==> src/rtl/dnoc_pkg.sv <==
// Shared types and constants for the dmem ping/pong buffer ownership logic.
package dnoc_pkg;

    typedef enum logic [1:0] {
        BufEmpty   = 2'd0,
        BufFilling = 2'd1,
        BufFull    = 2'd2
    } pp_buf_state_e;

    typedef enum logic [1:0] {
        TopIdle   = 2'd0,
        TopActive = 2'd1,
        TopDone   = 2'd2
    } pp_top_state_e;

    localparam logic PP_PING = 1'b0;
    localparam logic PP_PONG = 1'b1;

endpackage

==> src/rtl/dnoc_pp_buf_slot.sv <==
// One ping/pong buffer: EMPTY -> FILLING -> FULL -> EMPTY, advanced by qualified strobes.
module dnoc_pp_buf_slot
    import dnoc_pkg::*;
(
    input  logic          clk,
    input  logic          rst_n,
    input  logic          grant_i,
    input  logic          wr_done_i,
    input  logic          rd_done_i,
    output pp_buf_state_e state_o,
    output logic          full_o
);

    pp_buf_state_e state_q, state_d;

    // Strobes are pre-qualified by the controller, so at most one can match the current state.
    always_comb begin
        state_d = state_q;
        unique case (state_q)
            BufEmpty:   if (grant_i)   state_d = BufFilling;
            BufFilling: if (wr_done_i) state_d = BufFull;
            BufFull:    if (rd_done_i) state_d = BufEmpty;
            default:                   state_d = BufEmpty;
        endcase
    end

    always_ff @(posedge clk or negedge rst_n) begin
        if (!rst_n) begin
            state_q <= BufEmpty;
        end else begin
            state_q <= state_d;
        end
    end

    assign state_o = state_q;
    assign full_o  = (state_q == BufFull);

endmodule

==> src/rtl/dnoc_pingpong_ctrl.sv <==
// Ping/pong buffer ownership tracker between the dmem writer and the core read path.
module dnoc_pingpong_ctrl
    import dnoc_pkg::*;
#(
    parameter int unsigned CNT_W = 11
) (
    input  logic             clk,
    input  logic             rst_n,
    input  logic             cfg_pingpong_en,
    input  logic [CNT_W-1:0] cfg_pingpong_num,
    input  logic             start,
    input  logic             wr_buf_req,
    output logic             wr_buf_gnt,
    output logic             wr_buf_sel,
    input  logic             wr_done,
    output logic [1:0]       pingpong_state,
    input  logic             pingpong_rd_done,
    output logic             busy,
    output logic             xfer_done,
    output logic             err_wr,
    output logic             err_rd,
    input  logic             err_clr
);

    localparam logic [1:0]   StIdle   = TopIdle;
    localparam logic [1:0]   StActive = TopActive;
    localparam logic [1:0]   StDone   = TopDone;
    localparam logic [CNT_W:0] CntOne = 1;

    logic [1:0]     state_q, state_d;
    logic           wr_ptr_q, wr_ptr_d;
    logic           rd_ptr_q, rd_ptr_d;
    logic [CNT_W:0] wr_cnt_q, wr_cnt_d;
    logic [CNT_W:0] rd_cnt_q, rd_cnt_d;
    logic [CNT_W:0] total_q, total_d;
    logic           err_wr_q, err_wr_d;
    logic           err_rd_q, err_rd_d;

    pp_buf_state_e  buf_state [2];
    logic [1:0]     buf_full;
    logic [1:0]     slot_grant, slot_wr_done, slot_rd_done;

    logic bypass, any_filling, fill_idx, grant, wr_ok, rd_ok;

    assign bypass      = (state_q == StIdle) && !cfg_pingpong_en;
    assign any_filling = (buf_state[PP_PING] == BufFilling) || (buf_state[PP_PONG] == BufFilling);
    assign fill_idx    = (buf_state[PP_PONG] == BufFilling);
    assign grant       = (state_q == StActive) && wr_buf_req &&
                         (buf_state[wr_ptr_q] == BufEmpty) && (wr_cnt_q < total_q) &&
                         !any_filling;
    assign wr_ok       = wr_done && any_filling;
    assign rd_ok       = pingpong_rd_done && (buf_state[rd_ptr_q] == BufFull);

    for (genvar i = 0; i < 2; i++) begin : g_slot
        assign slot_grant[i]   = grant && (wr_ptr_q == 1'(i));
        assign slot_wr_done[i] = wr_ok && (fill_idx == 1'(i));
        assign slot_rd_done[i] = rd_ok && (rd_ptr_q == 1'(i));

        dnoc_pp_buf_slot u_slot (
            .clk       (clk),
            .rst_n     (rst_n),
            .grant_i   (slot_grant[i]),
            .wr_done_i (slot_wr_done[i]),
            .rd_done_i (slot_rd_done[i]),
            .state_o   (buf_state[i]),
            .full_o    (buf_full[i])
        );
    end

    always_comb begin
        state_d  = state_q;
        wr_ptr_d = wr_ptr_q;
        rd_ptr_d = rd_ptr_q;
        wr_cnt_d = wr_cnt_q;
        rd_cnt_d = rd_cnt_q;
        total_d  = total_q;

        case (state_q)
            StIdle: begin
                if (start && cfg_pingpong_en) begin
                    total_d  = {cfg_pingpong_num, 1'b0};
                    wr_cnt_d = '0;
                    rd_cnt_d = '0;
                    wr_ptr_d = PP_PING;
                    rd_ptr_d = PP_PING;
                    state_d  = (cfg_pingpong_num == '0) ? StDone : StActive;
                end
            end
            StActive: if (rd_cnt_q == total_q) state_d = StDone;
            StDone:   state_d = StIdle;
            default:  state_d = StIdle;
        endcase

        if (wr_ok) begin
            wr_ptr_d = ~wr_ptr_q;
            wr_cnt_d = wr_cnt_q + CntOne;
        end
        if (rd_ok) begin
            rd_ptr_d = ~rd_ptr_q;
            rd_cnt_d = rd_cnt_q + CntOne;
        end
    end

    // In bypass the reader sees both buffers FULL, so its rd_done pulses are legal.
    always_comb begin
        err_wr_d = err_wr_q || (wr_done && !any_filling);
        err_rd_d = err_rd_q || (pingpong_rd_done && !bypass && !rd_ok);
        if (err_clr) begin
            err_wr_d = 1'b0;
            err_rd_d = 1'b0;
        end
    end

    always_ff @(posedge clk or negedge rst_n) begin
        if (!rst_n) begin
            state_q  <= StIdle;
            wr_ptr_q <= PP_PING;
            rd_ptr_q <= PP_PING;
            wr_cnt_q <= '0;
            rd_cnt_q <= '0;
            total_q  <= '0;
            err_wr_q <= 1'b0;
            err_rd_q <= 1'b0;
        end else begin
            state_q  <= state_d;
            wr_ptr_q <= wr_ptr_d;
            rd_ptr_q <= rd_ptr_d;
            wr_cnt_q <= wr_cnt_d;
            rd_cnt_q <= rd_cnt_d;
            total_q  <= total_d;
            err_wr_q <= err_wr_d;
            err_rd_q <= err_rd_d;
        end
    end

    assign wr_buf_gnt     = bypass ? wr_buf_req : grant;
    assign wr_buf_sel     = bypass ? 1'b0 : (any_filling ? fill_idx : wr_ptr_q);
    assign pingpong_state = bypass ? 2'b11 : buf_full;
    assign busy           = (state_q != StIdle);
    assign xfer_done      = (state_q == StDone);
    assign err_wr         = err_wr_q;
    assign err_rd         = err_rd_q;

endmodule

==> config.mk <==
export PLATFORM = sky130hd
export DESIGN_NAME = dnoc_pingpong_ctrl
export DESIGN_NICKNAME = d
export VERILOG_FILES = /design/src/rtl/dnoc_pkg.sv /design/src/rtl/dnoc_pp_buf_slot.sv /design/src/rtl/dnoc_pingpong_ctrl.sv
export SDC_FILE = /design/constraint.sdc
export NUM_CORES = 1
export LEC_CHECK = 0
export CAP_MARGIN = 20
export CORE_MARGIN = 2
export CORE_UTILIZATION = 40
export CTS_CLUSTER_DIAMETER = 120
export DETAILED_ROUTE_END_ITERATION = 6
export SYNTH_ARGS = -nofsm -noshare
export SYNTH_HDL_FRONTEND = slang
export SYNTH_HIERARCHICAL = 1
export SYNTH_SLANG_ARGS = --single-unit
==> constraint.sdc <==
create_clock -name clk -period 1.8 [get_ports clk]
set_clock_uncertainty 0.15 [all_clocks]
set_input_delay 0.18 -clock clk [delete_from_list [all_inputs] [get_ports clk]]
set_output_delay 0.18 -clock clk [all_outputs]
set_load 0.02 [all_outputs]
Word-level counts from Yosys, hierarchy flattened --
Index checks and enable logic that the tools add are counted.
Storage, ports and cells: register bits 45, bits of input ports 19, output and inout port bits 8, word-level logic and storage cells 108
Cells by class: eq/ne operators 16, multiplexer cells 32, magnitude comparators 3, bitwise operators 5, add/subtract/negate cells 2, reduce and logical (&&, ||, !) cells 40
Operator list (count):
- 12-bit 2-to-1 mux | 4
- 2-bit 2-to-1 mux | 16
- 12-bit by 1-bit adder with 12-bit output, second input constant | 2
- 1-bit logical AND | 17
- 2-bit by 1-bit inequality test with 1-bit output, second input constant | 8
- 12-bit == test | 1
- 12-bit < comparator | 1
- 2-bit case mux with 3 select lines | 2
- 11-bit zero test | 1
- 2-bit nonzero test | 5
- 1-bit 2-to-1 mux | 9
- 2-bit == test, second input constant | 4
- 2-bit zero test | 4
- 2-bit AND reduction | 4
- 2-bit by 1-bit == test with 1-bit output, second input constant | 3
- 3-bit AND reduction | 2
- 2-bit greater-or-equal comparator, second input constant | 2
- 1-bit zero test | 4
- 1-bit NOT with 2-bit output | 2
- 2-bit case mux with 2 select lines | 1
- 1-bit logical OR | 3
- 1-bit NOT | 3

Longest topological paths before layout --
Gate-level depths: netlist of run 1.
depth in word-level cells 11, depth in mapped cells 8, gate-level depth less buffers 8

By module --
The synthesis of run 1 kept the hierarchy.
Modules (own cells, without submodules):
- dnoc_pingpong_ctrl | times used 1, area each 2553.7 µm², seq. area each 1026.0 µm², cells each 283
- dnoc_pp_buf_slot | times used 2, area each 101.3 µm², seq. area each 50.0 µm², cells each 9

Worst setup path after synthesis of run 1 --
OpenSTA, ideal clock, no wires.
path type register to output, from reg wr_cnt_q[7], to out wr_buf_gnt, cell stages (with the launch flop) 6, required time 1.470 ns, data arrival time 1.594 ns, setup slack -0.124 ns, buffers on the path 0, cells stage by stage dfrtp_1 > ha_1 > a21oi_1 > and3_1 > o21ai_0 > a31oi_1
Between the ends: longest elaborated chain between the ends 4
Ends and longest elaborated chain:
- start: declaration | RTL line dnoc_pingpong_ctrl.sv:33 | logic [CNT_W:0] wr_cnt_q, wr_cnt_d;
- start signal: assignment | RTL line dnoc_pingpong_ctrl.sv:128 | wr_cnt_q <= wr_cnt_d;
- 12-bit < comparator | RTL line dnoc_pingpong_ctrl.sv:49 | (buf_state[wr_ptr_q] == BufEmpty) && (wr_cnt_q < total_q) &&
- 1-bit logical AND (2 in series) | RTL line dnoc_pingpong_ctrl.sv:49
- 1-bit 2-to-1 mux | RTL line dnoc_pingpong_ctrl.sv:136 | assign wr_buf_gnt = bypass ? wr_buf_req : grant;
- end: declaration | RTL line dnoc_pingpong_ctrl.sv:13 | output logic wr_buf_gnt,
Every way passes these cells.

Worst setup path after layout of run 1 --
from reg total_q[9], to out wr_buf_gnt
Between the ends: longest elaborated chain between the ends 4
Ends and longest elaborated chain:
- start: declaration | RTL line dnoc_pingpong_ctrl.sv:35 | logic [CNT_W:0] total_q, total_d;
- start signal: assignment | RTL line dnoc_pingpong_ctrl.sv:130 | total_q <= total_d;
- 12-bit < comparator | RTL line dnoc_pingpong_ctrl.sv:49
- 1-bit logical AND (2 in series) | RTL line dnoc_pingpong_ctrl.sv:49
- 1-bit 2-to-1 mux | RTL line dnoc_pingpong_ctrl.sv:136
Every way passes these cells.

==> results.toml, run 1 <==
[outcome]
status = "finished with violations"
violations = "setup timing"

[drt]
firstDrtPassIters = 4
antenna_left = 0
wl_per_cell_um = 15.7
vias_per_cell = 5.39
drcViolationCount = 0
drtIter0Drc = 88
num_vias = 2620
drt-total-wl_um = 7620

[clock_tree]
cts_tree = "yes"
cts_root_buf = "clkbuf_8"
cts_buffers = 5
clock_sinks = 45
h-tree-depth = 2
clk_latency_ps = 320
clk_pin_slew_ps = 100
clock_path_buffers = 2

[floorplanning]
die_h_um = 87.0
floorplan.die_area_um2 = 7570
rows = 30
fp.dieW_um = 87.0
core_um2 = 6720
start_util_pct = 41.0
ioPinCount = 27

[logic_synthesis]
syn_area_um2 = 2760
yosysSeqAreaShare_pct = 40.9
ys_warn_count = 6
synth_top_flop_cell = "dfrtp_1"
synth-async-reset-ratio_pct = 100
syn_inst = 301
syn-num-nets = 332
synth_edf_count = 0
avgSynthCellArea_um2 = 9.16
synth_cell_types = 57
synth-seq-cells = 45

[sta]
rsz0062_at_grt = "yes"
period_minus_slack_ps = 2090
tightest_slew_ps = 452
fin_crit_sh_pct = 116
finalSetupViolCount = 4
finalHoldViolCount = 0
holdWs_ps = 187
maxSlewViolCount = 0
setup_ws_ps = -288
maxSlewHeadroom_pct = 69.8
fmax_mhz = 479

[global_route]
grt_pass1_wl_um = 12400
grt_max_degree = 26
grt.overflow.total = 0
antenna_found_initial = 0
grt_util_all_layers_pct = 21.0
first_global_vias = 2547

[setup_path]
rr_startpoint = "wr_cnt_q[3]"
cp_slowest_cell = "dfrtp_1"
reg2reg_slack_ps = -160
max_stage_delay_ps = 390
crit_type = "reg -> out"
crit_path_max_fanout = 2
end_kind = "primary output"
r2r-end = "g_slot[0].u_slot/state_o[0]"
critPathArrivalTime_ps = 1760
critPathRequiredTime_ps = 1470
worstRegToRegCells = 8
cp_cell_sequence = "inv_1 -> ha_1 -> a21oi_2 -> o22a_1 -> a21boi_1 -> a31oi_2 -> buf_4"
cp-start-kind = "flop"

[cells_and_area]
insertedDiodeCount = 0
final_cell_mix = "78 x buf_4, 43 x dfrtp_1, 36 x nand2_1, 20 x o21ai_0"
final_common_cell = "buf_4"
area_growth_pct = 44.3
drive_gt1_share_pct = 35.2
nets = 436
fillers = 580
final_core_util_pct = 59.2

[min_path]
hold_path_class = "in -> async"

[pwr]
p_leak_nw = 1.85
peakVddDrop_mv = 0.533
p_total_w = 0.00506
powerDensity_nw_per_um2 = 1270

[place]
gp_congestion = 0.847
io_buffers = 26
hpwlAfterDp_um = 5560

[job]
cap_violations = 0
-- worst max path at each step --
| stage | slack (ps) | end | startpoint |
|---|---|---|---|
| 2_1_floorplan | -10 | g_slot[0].u_slot/state_o[0] | wr_cnt_q[7] |
| 3_3_place_gp | -560 | wr_buf_gnt | wr_cnt_q[3] |
| 3_5_place_dp | -590 | wr_buf_gnt | total_q[3] |
| 4_1_cts | -340 | wr_buf_gnt | wr_cnt_q[3] |
| 5_1_grt | -370 | wr_buf_gnt | total_q[3] |
| 6_report | -290 | wr_buf_gnt | total_q[9] |
-- metal layers --
layer  vias up  GRT usage (%)  routed length (µm)
li1       1296              -                   -
met1      1263           28.0                3540
met2        53           34.8                3710
met3         8           3.89                 280
met4         0           6.25                  90
met5         -              0                   0
-- through the flow --
| stage | worst slack (ps) | std cells | setup TNS [ps] | cell area, µm² |
|---|---|---|---|---|
| 2_1_floorplan | -15.0 | 301 | -15.0 | 2760 |
| 3_3_place_gp | -558 | 467 | -3450 | 3600 |
| 3_5_place_dp | -593 | 467 | -3230 | 3600 |
| 4_1_cts | -338 | 481 | -651 | 3790 |
| 5_1_grt | -369 | 486 | -1410 | 3980 |
| 6_report | -288 | 486 | -514 | 3980 |
-- synth_stat cells, drive strengths merged (5+ instances only) --
master  number  area share [%]
o21ai       25             4.9
nand2b       7             1.6
nand4        7             1.6
nor3         5             1.1
nor4         5             1.1
nand2       37             5.1
nand3       18             3.3
a21oi       13             2.6
ha          12             5.4
xor2        11             3.5
mux2i        6             2.2
nor2        10             1.4
dfrtp       45              41
clkbuf       5            0.68
buf          8             2.1
a31oi        6             1.4
inv         23             3.1
-- where the power goes --
part | internal [W] | leakage (nW) | switching (W)
clock | 0.000284 | 0.0452 | 0.000398
combinational | 0.00152 | 1.22 | 0.00134
sequential | 0.00130 | 0.590 | 0.000227
-- worst max-delay path, delay by kind of cell (launching register included) --
kind                     cells  cell delay (ps)
flip-flops                   1              390
buffers and inverters        2              260
AO/OA/AOI/OAI                4              530
adder cells (fa/ha/maj)      1              260
-- cells by family (layout without fill, tap and decap cells) --
group | Yosys count | after routing | synth area share, %
AND/OR/NAND/NOR | 117 | 118 | 24.0
AO/OA/AOI/OAI | 71 | 71 | 16.8
flip-flops | 45 | 45 | 40.9
buffers and inverters | 36 | 140 | 5.90
adder cells (fa/ha/maj) | 12 | 12 | 5.45
XOR/XNOR | 11 | 11 | 3.50
multiplexers | 9 | 9 | 3.54
-- final cells by class --
class                   instances  area [µm²]  area share (%)
flip-flops and latches         45        1130            28.4
clock inverters                 3        25.0           0.629
repair buffers                109         891            22.4
multi-input cells             221        1680            42.2
inverters                      23        86.3            2.17
well taps                      80         100            2.52
clock buffers                   5        68.8            1.73
-- sequential cells by signal (all words and copies together), names as in the netlist --
| register | cells |
|---|---|
| total_q | 11 |
| rd_cnt_q | 12 |
| wr_cnt_q | 12 |
| state_q | 2 |
| g_slot.u_slot/state_o | 4 |
| rd_ptr_q | 1 |
| wr_ptr_q | 1 |
| err_wr | 1 |
| err_rd | 1 |
-- what timing repair did --
action,in CTS,in global routing
setup endpoints to repair,8,27
pin swaps,5,13
hold buffers,1,0
gates cloned,0,2
hold endpoints to repair,17,0
gates resized for setup,36,37
setup buffers,5,7
Note: power is estimated with default switching activity, not from simulation.
==> run 2, diff against run 1 <==
--- a/constraint.sdc
+++ b/constraint.sdc
@@ -4,2 +4,2 @@
 set_output_delay 0.18 -clock clk [all_outputs]
-set_load 0.02 [all_outputs]
+set_load 0.005 [all_outputs]
==> run 2 against run 1 <==
  * The run still ends with setup timing left
  * Wire length fell by 1.2%
  * Largest power group unchanged
  * First-iteration DRC count grew 34%
  * Worst setup slack gained 31 ps
  * Non-clock buffer count down 1
  * Total power grew 2.4%
  * Clock-buffer cell count up 1
  * Hold slack improved by 37 ps
  * Critical path depth fell by 1
  * Die area unchanged
==> results.toml, run 2 (synthesis results as in run 1) <==
[sta]
finalHoldViolCount = 0
holdWs_ps = 223
tightest_slew_ps = 364
rsz0062_at_grt = "yes"
finalSetupViolCount = 10
fin_setup_tns_ps = -729
fin_crit_sh_pct = 114
setup_ws_ps = -257
maxSlewViolCount = 0
period_minus_slack_ps = 2060
fmax_mhz = 486
maxSlewHeadroom_pct = 75.7

[setup_path]
critPathRequiredTime_ps = 1470
crit_path_max_fanout = 2
cp-start-kind = "flop"
crit_type = "reg -> out"
end_kind = "primary output"
critPathArrivalTime_ps = 1730

[clock_tree]
clock_path_buffers = 2
clk_latency_ps = 300
cts_buffers = 5
h-tree-depth = 2
clock_sinks = 45
cts_tree = "yes"
cts_root_buf = "clkbuf_8"
clk_pin_slew_ps = 90

[floorplanning]
rows = 30
start_util_pct = 41.0
die_h_um = 87.0
core_um2 = 6720
ioPinCount = 27
fp.dieW_um = 87.0
floorplan.die_area_um2 = 7570

[global_route]
grt_pass1_wl_um = 12200
antenna_found_initial = 0
grt.overflow.total = 0
grt_max_degree = 46
grt_util_all_layers_pct = 20.5
first_global_vias = 2578

[drt]
firstDrtPassIters = 4
drtIter0Drc = 118
vias_per_cell = 5.34
num_vias = 2583
drt-total-wl_um = 7530
antenna_left = 0
wl_per_cell_um = 15.6
drcViolationCount = 0

[cells_and_area]
drive_gt1_share_pct = 34.7
design_area_um2 = 4080
final_cell_mix = "63 x buf_4, 43 x dfrtp_1, 34 x nand2_1, 19 x clkdlybuf4s50_1, 18 x inv_1"
largestRegisters = "rd_cnt_q: 12 flops, wr_cnt_q: 12 flops, total_q: 11 flops"
fillers = 575
nets = 434
insertedDiodeCount = 0
multi_input_area_um2 = 1690
area_growth_pct = 47.9
final_core_util_pct = 60.7
regArea_um2 = 1130
final_common_cell = "buf_4"

[place]
placed_area_um2 = 3570
hpwlAfterDp_um = 5290
io_buffers = 26
gp_congestion = 0.855

[outcome]
violations = "setup timing"
status = "finished with violations"

[pwr]
p_leak_nw = 1.88
peakVddDrop_mv = 0.673
powerDensity_nw_per_um2 = 1270
p_total_w = 0.00519

[min_path]
hold_path_class = "in -> async"

[job]
cap_violations = 0
[run 2: changes by cell type in the layout (fill, tap and decap cells not counted), moves of 2 or more]
cell	before	now
a211oi_2	0	2
buf_12	0	3
buf_4	78	63
buf_6	8	16
dlygate4sd2_1	0	2
inv_6	2	0
nand2_1	36	34
nor4_1	3	5
nor4_2	2	0
o21ai_0	20	15
o21ai_1	3	8
[run 2: stage by stage]
| stage | cells | setup slack, ps |
|---|---|---|
| after floorplan | 301 | 13.0 |
| after global placement | 460 | -461 |
| after detailed placement | 460 | -502 |
| after CTS | 478 | -264 |
| after global routing | 484 | -360 |
| final | 484 | -257 |
[run 2: worst paths after layout]
check / from / end / slack (ps) / cells after the start
worst max-delay path: wr_cnt_q[9] / wr_buf_gnt / -260 / 6
worst min-delay path: rst_n / wr_ptr_q / 220 / 3
worst max register to register: total_q[3] / g_slot[0].u_slot/state_o[0] / -100 / 9
worst min register to register: err_rd / err_rd / 360 / 2
max in group asynchronous: rst_n / state_q[1] / 1020 / 3
min in group clk: cfg_pingpong_num[0] / total_q[1] / 290 / 3
[run 2: routing by layer]
| layer | global-route usage [%] | up-vias | wire, µm |
|---|---|---|---|
| li1 | - | 1283 | - |
| met1 | 28.0 | 1241 | 3550 |
| met2 | 34.4 | 49 | 3690 |
| met3 | 2.84 | 10 | 205 |
| met4 | 5.26 | 0 | 82 |
| met5 | 0 | - | 0 |
[run 2: worst max-delay path, cell delays in order (launching register included)]
cell and delay (ps):
dfrtp_1 400, ha_1 340, a21oi_2 160, o22a_1 160, a21boi_1 60, a31oi_1 160
buf_2 140
[run 2: area by class of cell]
| cell class | instances | area share [%] |
|---|---|---|
| sequential | 45 | 27.7 |
| multi-input combinational | 220 | 41.3 |
| clock inverter | 2 | 0.921 |
| timing repair buffer | 108 | 23.4 |
| clock buffer | 6 | 2.03 |
| tap | 80 | 2.46 |
| inverter | 23 | 2.12 |
[run 2: repair_timing]
action,CTS,global route
endpoints found under the setup margin,8,20
setup buffers,10,9
hold endpoints to repair,45,0
gates resized for setup,39,36
hold buffers,1,0
pin swaps,11,11
gates cloned,0,1
[run 2: where the power goes]
part	total [W]	leakage [nW]	internal (W)	switching, W
logic	0.00282	1.24	0.00157	0.00125
registers	0.00154	0.590	0.00129	0.000246
clock network	0.000824	0.0574	0.000452	0.000372
total	0.00519	1.88	0.00332	0.00187
==> run 3, diff against run 2 <==
Settings changed: SYNTH_HIERARCHICAL 1 to unset.
==> run 3 against run 2 <==
  * The flow still finishes with violations (setup timing)
  * Via count fell by 8.2%
  * Sequential power decreased by 6%
  * Combinational power decreased by 12%
  * Worst setup slack worse by 170 ps
  * Critical path type unchanged
  * Critical endpoint unchanged
  * Largest power group unchanged
==> results.toml, run 3 <==
[drt]
wl_per_cell_um = 15.4
antenna_left = 0
drt-total-wl_um = 6940
num_vias = 2370
drcViolationCount = 0
drtIter0Drc = 191
firstDrtPassIters = 4
vias_per_cell = 5.24

[clock_tree]
clock_sinks = 45
cts_tree = "yes"
clock_path_buffers = 2
cts_root_buf = "clkbuf_8"
clk_latency_ps = 300
cts_buffers = 5
clk_pin_slew_ps = 80
h-tree-depth = 2

[cells_and_area]
final_common_cell = "buf_4"
nets = 408
largestRegisters = "rd_cnt_q: 12 flops, wr_cnt_q: 12 flops, total_q: 11 flops"
final_core_util_pct = 62.7
area_growth_pct = 49.0
final_cell_mix = "55 x buf_4, 45 x dfrtp_1, 37 x nand2_1, 20 x o21ai_0, 19 x clkdlybuf4s50_1"
fillers = 507
drive_gt1_share_pct = 33.2
insertedDiodeCount = 0

[logic_synthesis]
synthMostInstantiatedCell = "dfrtp_1"
synth-seq-cells = 45
synth_common_cells = "45 x dfrtp_1, 42 x o21ai_0, 37 x nand2_1"
ys_top_cells_by_area = "dfrtp_1 45%, o21ai_0 8.3%, ha_1 6.0%"
synth_top_flop_cell = "dfrtp_1"
syn_inst = 282
synth-async-reset-ratio_pct = 100
yosysTopAreaCellShare_pct = 44.7
yosysSeqAreaShare_pct = 44.7
synth_edf_count = 0
ys_warn_count = 0
synth_cell_types = 44
syn-num-nets = 313
syn_area_um2 = 2520
yosysTopAreaCell = "dfrtp_1"
avgSynthCellArea_um2 = 8.93

[global_route]
grt_pass1_wl_um = 11600
antenna_found_initial = 0
first_global_vias = 2401
grt_util_all_layers_pct = 20.8
grt_max_degree = 46
grt.overflow.total = 0

[sta]
setup_ws_ps = -425
finalHoldViolCount = 0
tightest_slew_ps = 601
period_minus_slack_ps = 2220
maxSlewHeadroom_pct = 59.9
maxSlewViolCount = 0
finalSetupViolCount = 11
fin_crit_sh_pct = 124
fmax_mhz = 449
rsz0062_at_grt = "yes"
holdWs_ps = 305

[place]
hpwlAfterDp_um = 4710
io_buffers = 26
detailedPlace.worstSlack_ps = -535
gp_congestion = 0.803

[floorplanning]
floorplan.die_area_um2 = 6950
fp.dieW_um = 83.4
rows = 28
die_h_um = 83.4
start_util_pct = 42.0
core_um2 = 5990
ioPinCount = 27

[pwr]
p_leak_nw = 1.83
peakVddDrop_mv = 0.656
powerDensity_nw_per_um2 = 1220

[job]
cap_violations = 0

[setup_path]
crit_type = "reg -> out"
critPathArrivalTime_ps = 1890
critPathTopFamily = "compound AO/OA/AOI/OAI gates"
cp-start-kind = "flop"
critPathRequiredTime_ps = 1470
max_stage_delay_ps = 400
crit_path_max_fanout = 2
cp_cell_sequence = "or3_4 -> o2bb2ai_2 -> a2111o_1 -> a21oi_2 -> a21o_1 -> buf_2"
end_kind = "primary output"
cp_slowest_cell = "or3_4"
crit_buf_inv = 1

[outcome]
status = "finished with violations"
violations = "setup timing"

[min_path]
hold_path_class = "in -> reg"
[run 3: cell types whose count changed in the layout (fill, tap and decap cells not counted), moves of 5 or more]
cell / before / now
buf_4: 63 / 55
a21oi_1: 7 / 2
o21ai_0: 15 / 20
nor2b_1: 0 / 5
nand3_1: 17 / 11
o21ai_2: 1 / 7
o21ai_1: 8 / 16
buf_6: 16 / 9
[run 3: path summary, 6_finish.rpt]
| kind | startpoint | endpoint | slack (ps) | cells after the start |
|---|---|---|---|---|
| max | g_slot[0].u_slot.state_o[0] | wr_buf_gnt | -420 | 6 |
| min | cfg_pingpong_num[0] | total_q[1] | 300 | 3 |
| max reg2reg | g_slot[1].u_slot.state_o[0] | rd_cnt_q[9] | -220 | 6 |
| min reg2reg | err_rd | err_rd | 370 | 2 |
| max in group asynchronous | rst_n | wr_cnt_q[0] | 740 | 3 |
| min in group asynchronous | rst_n | total_q[5] | 340 | 3 |
[run 3: logic make-up after synthesis]
logic type,share of synthesized area (%)
buf+inv,3.73
compound gates,18.4
mux,0.795
xor+xnor,4.17
flops,44.7
simple gates,22.3
fa+ha+maj,5.96
[run 3: area by class of cell]
cell class	count	area [µm²]	area share (%)
multi-input combinational	214	1510	40.3
inverter	15	56.3	1.50
sequential	45	1130	30.0
clock buffer	7	86.3	2.30
timing repair buffer	96	878	23.4
tap	75	93.8	2.50
[run 3: worst reg2reg max path: cells and delay by family, from the launching register on]
kind | cells | cell delay (ps)
DFF | 1 | 410
buffers and inverters | 1 | 140
AOI/OAI and AO/OA | 3 | 380
and+or+nand+nor | 2 | 830
[run 3: metal layers]
metal  global-route usage, %  vias up  routed length, µm  share of wire [%]
li1                        -     1197                  -                  -
met5                       0        -                  0                  0
met4                    5.51        0                 74                1.1
met3                    4.08        7                162                2.3
met1                    26.9     1142               3170                 46
met2                    35.6       24               3540                 51
[run 3: report_power, final]
| group | switching [W] | total, W | internal, W |
|---|---|---|---|
| Sequential | 0.000180 | 0.00144 | 0.00126 |
| Clock | 0.000337 | 0.000642 | 0.000305 |
| Combinational | 0.00116 | 0.00249 | 0.00133 |
[run 3: stage by stage]
stage	std cells	setup TNS, ps	power [W]	instance area, µm²
6_report	452	-1260	0.00458	3750
5_1_grt	452	-2080	0.00493	3750
4_1_cts	450	-2140	0.00442	3650
3_5_place_dp	431	-2190	0.00340	3260
3_3_place_gp	431	-1730	0.00336	3260
2_1_floorplan	282	-35.0	0.00241	2530
[run 3: what timing repair did]
item                                    in CTS  in global routing
hold buffers                                 1                  0
buffers inserted                             7                  7
endpoints found under the setup margin      19                 33
resized for setup                           68                 39
cloned                                       4                  0
pin swaps                                   17                 14
endpoints found under the hold margin       45                  0
